**src/rtl/bcd_pkg.sv**
```systemverilog
// BCD helpers shared by the counter, its digit slices and the bench.
// Latency: n/a (constants and pure functions only).
// Backpressure: n/a.
package bcd_pkg;

    localparam int BCD_W    = 4;
    localparam int MAX_NDIG = 4;

    function automatic logic is_bcd_digit(input logic [BCD_W-1:0] d);
        return d <= 4'd9;
    endfunction

    // Digits above the counter width must be zero-filled by the caller.
    function automatic int bcd_to_int(input logic [BCD_W*MAX_NDIG-1:0] v);
        int r;
        r = 0;
        for (int i = MAX_NDIG - 1; i >= 0; i--) begin
            r = r * 10 + int'(v[BCD_W*i +: BCD_W]);
        end
        return r;
    endfunction

    function automatic logic [BCD_W*MAX_NDIG-1:0] int_to_bcd(input int v);
        logic [BCD_W*MAX_NDIG-1:0] r;
        int t;
        r = '0;
        t = v;
        for (int i = 0; i < MAX_NDIG; i++) begin
            r[BCD_W*i +: BCD_W] = 4'(t % 10);
            t = t / 10;
        end
        return r;
    endfunction

endpackage

```
**src/rtl/bcd_digit.sv**
```systemverilog
// One BCD decade: load/preset, ripple increment (9->0) and ripple decrement (0->9).
// Latency: 1 cycle from strobe to q; co_dig is combinational from ci and q.
// Backpressure: none; the digit only moves when ci is high.
module bcd_digit
    import bcd_pkg::*;
(
    input  logic             clk,
    input  logic             rst,
    input  logic             ld,
    input  logic [BCD_W-1:0] d,
    input  logic             inc,
    input  logic             dec,
    input  logic             clr_to,
    input  logic             ci,
    output logic [BCD_W-1:0] q,
    output logic             co_dig
);

    always_comb begin
        co_dig = ci && ((inc && q == 4'd9) || (dec && q == 4'd0));
    end

    // clr_to forces the whole word to its modulus-wrap value regardless of ci.
    always_ff @(posedge clk) begin
        if (rst) begin
            q <= '0;
        end else if (ld || clr_to) begin
            q <= d;
        end else if (ci && inc) begin
            q <= (q == 4'd9) ? 4'd0 : q + 4'd1;
        end else if (ci && dec) begin
            q <= (q == 4'd0) ? 4'd9 : q - 4'd1;
        end
    end

endmodule

```
**src/rtl/bcd_mod_counter.sv**
```systemverilog
// Cascadable BCD modulo-MOD up/down counter with validated parallel load.
// Latency: 1 cycle for count/load; tc and co are combinational for zero-lag chaining.
// Backpressure: none; en gates counting, load takes precedence over en.
module bcd_mod_counter
    import bcd_pkg::*;
#(
    parameter int NDIG = 2,
    parameter int MOD  = 60
) (
    input  logic                  clk,
    input  logic                  rst,
    input  logic                  en,
    input  logic                  up,
    input  logic                  load,
    input  logic [BCD_W*NDIG-1:0] din,
    output logic [BCD_W*NDIG-1:0] q,
    output logic                  tc,
    output logic                  co,
    output logic                  load_err
);

    localparam int W = BCD_W * NDIG;
    localparam logic [BCD_W*MAX_NDIG-1:0] MAX_FULL = int_to_bcd(MOD - 1);
    localparam logic [W-1:0]              MAX_BCD  = MAX_FULL[W-1:0];

    generate
        if (NDIG < 1 || NDIG > MAX_NDIG || MOD < 2 || MOD > 10**NDIG) begin : g_bad_param
            $error("bcd_mod_counter: illegal NDIG/MOD combination");
        end
    endgenerate

    logic                        din_ok;
    logic [BCD_W*MAX_NDIG-1:0]   din_full;
    logic                        step;
    logic                        wrap;
    logic                        ld_ok;
    logic [W-1:0]                wrap_val;
    logic [NDIG:0]               carry;
    logic                        unused_carry;

    always_comb begin
        din_full        = '0;
        din_full[W-1:0] = din;
        din_ok          = 1'b1;
        for (int i = 0; i < NDIG; i++) begin
            if (!is_bcd_digit(din[BCD_W*i +: BCD_W])) din_ok = 1'b0;
        end
        if (bcd_to_int(din_full) >= MOD) din_ok = 1'b0;
    end

    assign tc       = up ? (q == MAX_BCD) : (q == '0);
    assign co       = en && tc;
    assign step     = en && !load;
    assign wrap     = step && tc;
    assign ld_ok    = load && din_ok;
    assign wrap_val = up ? '0 : MAX_BCD;
    assign carry[0] = step;
    // The top digit's ripple-out is subsumed by the modulus wrap.
    assign unused_carry = carry[NDIG];

    generate
        for (genvar g = 0; g < NDIG; g++) begin : g_dig
            bcd_digit u_dig (
                .clk    (clk),
                .rst    (rst),
                .ld     (ld_ok),
                .d      (load ? din[BCD_W*g +: BCD_W] : wrap_val[BCD_W*g +: BCD_W]),
                .inc    (up),
                .dec    (!up),
                .clr_to (wrap),
                .ci     (carry[g]),
                .q      (q[BCD_W*g +: BCD_W]),
                .co_dig (carry[g+1])
            );
        end
    endgenerate

    always_ff @(posedge clk) begin
        if (rst) begin
            load_err <= 1'b0;
        end else begin
            load_err <= load && !din_ok;
        end
    end

endmodule
```
**config.mk**
```make
export PLATFORM = sky130hd
export DESIGN_NAME = bcd_mod_counter
export DESIGN_NICKNAME = d
export VERILOG_FILES = /design/src/rtl/bcd_pkg.sv /design/src/rtl/bcd_digit.sv /design/src/rtl/bcd_mod_counter.sv
export SDC_FILE = /design/constraint.sdc
export NUM_CORES = 1
export LEC_CHECK = 0
export BUFFER_PORTS_ARGS = -buffer_cell sky130_fd_sc_hd__clkbuf_2
export CORE_MARGIN = 2
export CORE_UTILIZATION = 49
export DETAILED_ROUTE_END_ITERATION = 10
export GPL_ROUTABILITY_DRIVEN = 0
export PLACE_DENSITY_LB_ADDON = 0.08
export SLEW_MARGIN = 20
export SYNTH_ARGS = -nofsm -noshare
export SYNTH_HDL_FRONTEND = slang
export SYNTH_SLANG_ARGS = --single-unit
```
**constraint.sdc**
```tcl
create_clock -name clk -period 3.8 [get_ports clk]
set_input_delay 0.76 -clock clk [delete_from_list [all_inputs] [get_ports clk]]
set_output_delay 0.76 -clock clk [all_outputs]
set_load 0.01 [all_outputs]
```
Word level (Yosys, flattened, before mapping)
Cells that the tools add are included.
{"block": "op_classes", "mul": 1, "reduce_logical": 22, "muxes": 17, "n_addsub": 5, "n_shift": 0, "bitwise_logic": 0, "eq_ne": 3, "n_lt_le_gt_ge": 3, "n_div": 0}
{"op": "$mux 4", "count": 12}
{"op": "$logic_and 1x1->1", "count": 12}
{"op": "$add 8x4->9", "count": 1}
{"op": "$ge 9x6->1 const B", "count": 1}
{"op": "$add 4x1->4 const B", "count": 2}
{"op": "$eq 4x4->1 const B", "count": 2}
{"op": "$eq 8x7->1 const B", "count": 1}
{"op": "$le 4x4->1 const B", "count": 2}
{"op": "$logic_not 4->1", "count": 2}
{"op": "$logic_not 8->1", "count": 1}
{"op": "$sub 4x1->4 const B", "count": 2}
{"op": "$mul 4x3->7 const B", "count": 1}
{"op": "$mux 7", "count": 1}
{"op": "$reduce_bool 3->1", "count": 2}
{"op": "$mux 1", "count": 4}
{"op": "$logic_not 1->1", "count": 3}
{"op": "$logic_or 1x1->1", "count": 2}
{"block": "word_totals", "mem_bits_rw": 0, "in_bits": 13, "wordCells": 54, "latch_bits": 0, "out_inout_bits": 11, "romBits": 0, "reg_bits": 9, "n_memories": 0}

Longest topological paths before layout
{"block": "logic_depth", "word_depth": 8, "depth_mapped": 10, "depth_no_buf": 10}

By module
From an unflattened synthesis, not the netlist that was laid out.
{"block": "hier_totals", "hier_cells": 137, "area_unflattened_um2": 1071.0}
{"mod": "bcd_digit", "seq_area_each_um2": 80.1, "area_each_um2": 316.6, "instances": 2, "cells_per_inst": 39}
{"mod": "bcd_mod_counter", "seq_area_each_um2": 20.0, "area_each_um2": 437.9, "instances": 1, "cells_per_inst": 59}

Worst setup path before layout
Ideal clock, no wire load.
{"block": "synth_path", "kind": "input to register", "startpoint": "input din[5]", "endpoint": "register g_dig[0].u_dig.q[0]", "t_required_ps": 3681, "setup_slack_ps": 843, "t_arrival_ps": 2838, "setup_time_ps": 119, "n_path_buf": 0, "path_stages": 10, "cell_sequence": "ha_1 > ha_1 > inv_1 > fa_1 > nor2b_1 > a31oi_1 > and3_1 > o211ai_2 > nand2_1 > o221a_2"}
{"block": "synth_between", "elab_chain_len": 7, "word_cells_on_any_way": 10, "cone_classes": "add/sub: 1; mul: 1; order compare: 2; mux: 3; reduce/logical: 3"}
{"item": "from (decl)", "line_no": "bcd_mod_counter.sv:15", "source": "input logic [BCD_W*NDIG-1:0] din,"}
{"item": "$mul 4x3->7", "line_no": "bcd_pkg.sv:18", "source": "r = r * 10 + int'(v[BCD_W*i +: BCD_W]);"}
{"item": "$add 8x4->9", "line_no": "bcd_pkg.sv:18"}
{"item": "$ge 9x6->1", "line_no": "bcd_mod_counter.sv:48", "source": "if (bcd_to_int(din_full) >= MOD) din_ok = 1'b0;"}
{"item": "$mux 1 (*)", "line_no": "bcd_mod_counter.sv:48"}
{"item": "$logic_and 1x1->1 (*)", "line_no": "bcd_mod_counter.sv:55", "source": "assign ld_ok = load && din_ok;"}
{"item": "$logic_or 1x1->1 (*)", "line_no": "bcd_digit.sv:27", "source": "end else if (ld || clr_to) begin"}
{"item": "$reduce_bool 3->1 (no line) / $mux 4 (equally long branches)"}
{"item": "to (signal assigned)", "line_no": "bcd_digit.sv:30", "source": "q <= (q == 4'd9) ? 4'd0 : q + 4'd1;"}
{"item": "to (signal assigned)", "line_no": "bcd_digit.sv:32", "source": "q <= (q == 4'd0) ? 4'd9 : q - 4'd1;"}
{"item": "to (decl)", "line_no": "bcd_digit.sv:15", "source": "output logic [BCD_W-1:0] q,"}
Every way passes the cells marked *; elsewhere a longest branch is shown, timed or not.
A chain may end at the register's enable or synchronous reset.

Worst setup path in the final report
{"block": "layout_path", "startpoint": "input din[5]", "endpoint": "register g_dig[0].u_dig.q[1]"}
The elaborated chain is that of the path after synthesis.

==> results.cfg <==
[setup_path]
crit_start = din[5]
worstPathArrival_ns = 3.33
crit_path_max_fanout = 5
crit_type = in2reg
worstReg2RegEnd = g_dig[1].u_dig.q[3]
r2r_start = g_dig[0].u_dig.q[3]
start_kind = primary input
rrSetupSlack_ns = 1.49
worstPathRequired_ns = 3.93
rr_worst_depth = 6
end_kind = register

[yosys]
synth_area_mm2 = 0.00115
synthArstFlopShare_pct = 0
yosys_warnings = 0
syn_inst = 149
synth_top_family_by_area = compound AO/OA/AOI/OAI gates
syn_nets = 171
synth_edf_count = 0
synth_compound_area_share_pct = 30.4
ys_types = 54
synth_top_area_share_pct = 15.7
muxShareOfSynthArea_pct = 1.85
yosys.area_share.adder_pct = 11.1
ys.flop_type = dfxtp_1
syn_avg_cell_area_um2 = 7.71
synth_area_leader_cell = dfxtp_1
synthTopCellsByArea = dfxtp_1 (16%), ha_1 (7.6%), a21oi_1 (3.9%)
synth_seq_cells = 9
synth_seq_area_share_pct = 15.7
synthXorXnorAreaFrac_pct = 4.58
yosys.area_share.simple_pct = 28.4

[final_layout]
drive_gt1_share_pct = 20.7
final_cell_mix = clkbuf_2 (23), nor2_1 (10), o21ai_0 (9), a21oi_1 (9), dfxtp_1 (9)
nets = 187
diodes = 0
final_common_cell = clkbuf_2
syn_to_final_growth_pct = 10.0

[grt]
grt_pass1_wl_mm = 5.02
grt_usage_pct = 24.6
grt_overflow_total = 0
grt_max_degree = 15
grt_pass1_vias = 1050
grt_antenna_before_repair = 0

[timing]
period_share_pct = 84.1
fin_crit_ns = 3.19
timing.setup.tns_ns = 0
fmax_mhz = 313
setup_viol_count_final = 0
hold_slack_ns = 0.677
rsz0062_at_grt = false
tightest_slew_ns = 0.531
slew_violations = 0
slew_headroom_pct = 64.3
hold_viol = 0
fin_skew_ns = 0.00276
fin_ws_ns = 0.606

[placed_design]
io_buffers = 23
pre_cts_slack_ns = 0.374
dp_hpwl_mm = 2.29

[flow_run]
drv_cap = 0

[pwr]
seqPwrFrac_pct = 35.7
comb_power_share_pct = 44.9
netSwitchingPower_uw = 164
p_int_uw = 225
p_per_area_mw_per_mm2 = 308
power_uw = 389
leakagePower_uw = 0.000509
clkPwrFrac_pct = 19.4
peakVddDrop_v = 0.000186
swShare_pct = 42.2

[clock_tree]
cts_tree = built
clock_path_buffers = 2
cts.sinks = 9
root_buffer = clkbuf_4
cts_resized = 0
clk_latency_ns = 0.27
holdBufCountCts = 0
cts_buffers = 3
postCtsSetupRepairBufs = 0
h-tree-depth = 1
clk_pin_slew_ns = 0.06

[worst_hold_path]
holdPathEnd = g_dig[0].u_dig.q[2]
hp-class = reg2reg
hold_depth = 2
hp-start = g_dig[0].u_dig.q[2]

[floorplanning]
die_height_um = 52.4
ioPinCount = 24
fp.dieW_um = 52.4
initial_core_util_pct = 51.9
dieArea_mm2 = 0.00275
core_area_mm2 = 0.00221
rows = 17

[detailed_routing]
drc = 0
wire_per_inst_um = 15.2
ant_nets = 0
routed-via-count = 1214
wirelength_mm = 2.92
routed_via_density = 6.32
drt_iter0_markers = 52
drt-pass1-iter-count = 4

[outcome]
status = complete, no violations
[critical path, cell delays in order]
cell and delay [ns]:
clkbuf_2 0.14, ha_1 0.33, ha_1 0.22, inv_1 0.07
fa_1 0.47, nor4_1 0.38, and4_1 0.30, o211a_1 0.26
nor3_1 0.08, a2111oi_0 0.33
[cell usage after synthesis, types with 2 or more instances]
cell,count
a2111oi_0,2
a211oi_1,2
a21o_1,2
a21oi_1,9
a31oi_1,4
and2_1,2
and3_1,3
buf_6,2
clkbuf_1,8
dfxtp_1,9
fa_1,2
ha_1,7
inv_1,8
nand2_1,8
nand2b_1,2
nand3_1,7
nand3b_1,2
nand4_1,2
nor2_1,10
nor2b_1,2
nor3_1,4
nor4_1,4
o2111ai_1,2
o211ai_1,2
o21a_1,2
o21ai_0,9
o221a_2,2
xnor2_1,5
[per-stage QoR]
step                instances  util, %  cell area [um^2]
floorplan                 149        -              1150
global placement          188     55.9              1240
detailed placement        188     55.9              1240
CTS                       192     57.1              1260
global route              192     57.1              1260
finish                    192     57.1              1260
[sequential cells by signal, summed over array words and instances, names as in the netlist]
| signal | cells |
|---|---|
| load_err | 1 |
| g_dig.u_dig.q | 8 |
[routing by layer]
| metal | global-route usage [%] | wire [um] | up-vias |
|---|---|---|---|
| met1 | 35.1 | 1320 | 578 |
| li1 | - | - | 601 |
| met3 | 5.43 | 135 | 4 |
| met2 | 36.9 | 1420 | 31 |
| met4 | 6.41 | 38 | 0 |
| met5 | 0 | 0 | - |
[cell families after synthesis]
kind of cell / Yosys count
adder cells (fa/ha/maj): 9
XOR/XNOR: 6
multiplexers: 2
flip-flops: 9
AO/OA/AOI/OAI: 48
AND/OR/NAND/NOR: 55
buffers and inverters: 20
[layout make-up]
| type | instances | area, um^2 |
|---|---|---|
| Sequential cell | 9 | 180 |
| Multi-Input combinational cell | 120 | 877 |
| Inverter | 8 | 30.0 |
| Timing Repair Buffer | 23 | 115 |
| Tap cell | 28 | 35.0 |
| Fill cell | 222 | 948 |
| Clock buffer | 4 | 26.3 |
[power groups by stage]
| stage | clock network [uW] | registers (uW) | logic [uW] |
|---|---|---|---|
| detailed placement | 0 | 140 | 173 |
| global placement | 0 | 139 | 171 |
| global route | 79.5 | 144 | 196 |
| finish | 75.3 | 139 | 175 |
| floorplan | 0 | 123 | 147 |
| CTS | 77.0 | 139 | 174 |
[worst max-delay path by stage]
stage / to / slack [ns] / cells after the start
floorplan: g_dig[0].u_dig.q[0] / 0.84 / 10
global placement: g_dig[1].u_dig.q[0] / 0.54 / 11
detailed placement: g_dig[0].u_dig.q[1] / 0.37 / 10
CTS: g_dig[0].u_dig.q[1] / 0.64 / 10
global route: g_dig[0].u_dig.q[1] / 0.47 / 10
finish: g_dig[0].u_dig.q[1] / 0.61 / 10
Power figures use the tool's default switching activity.
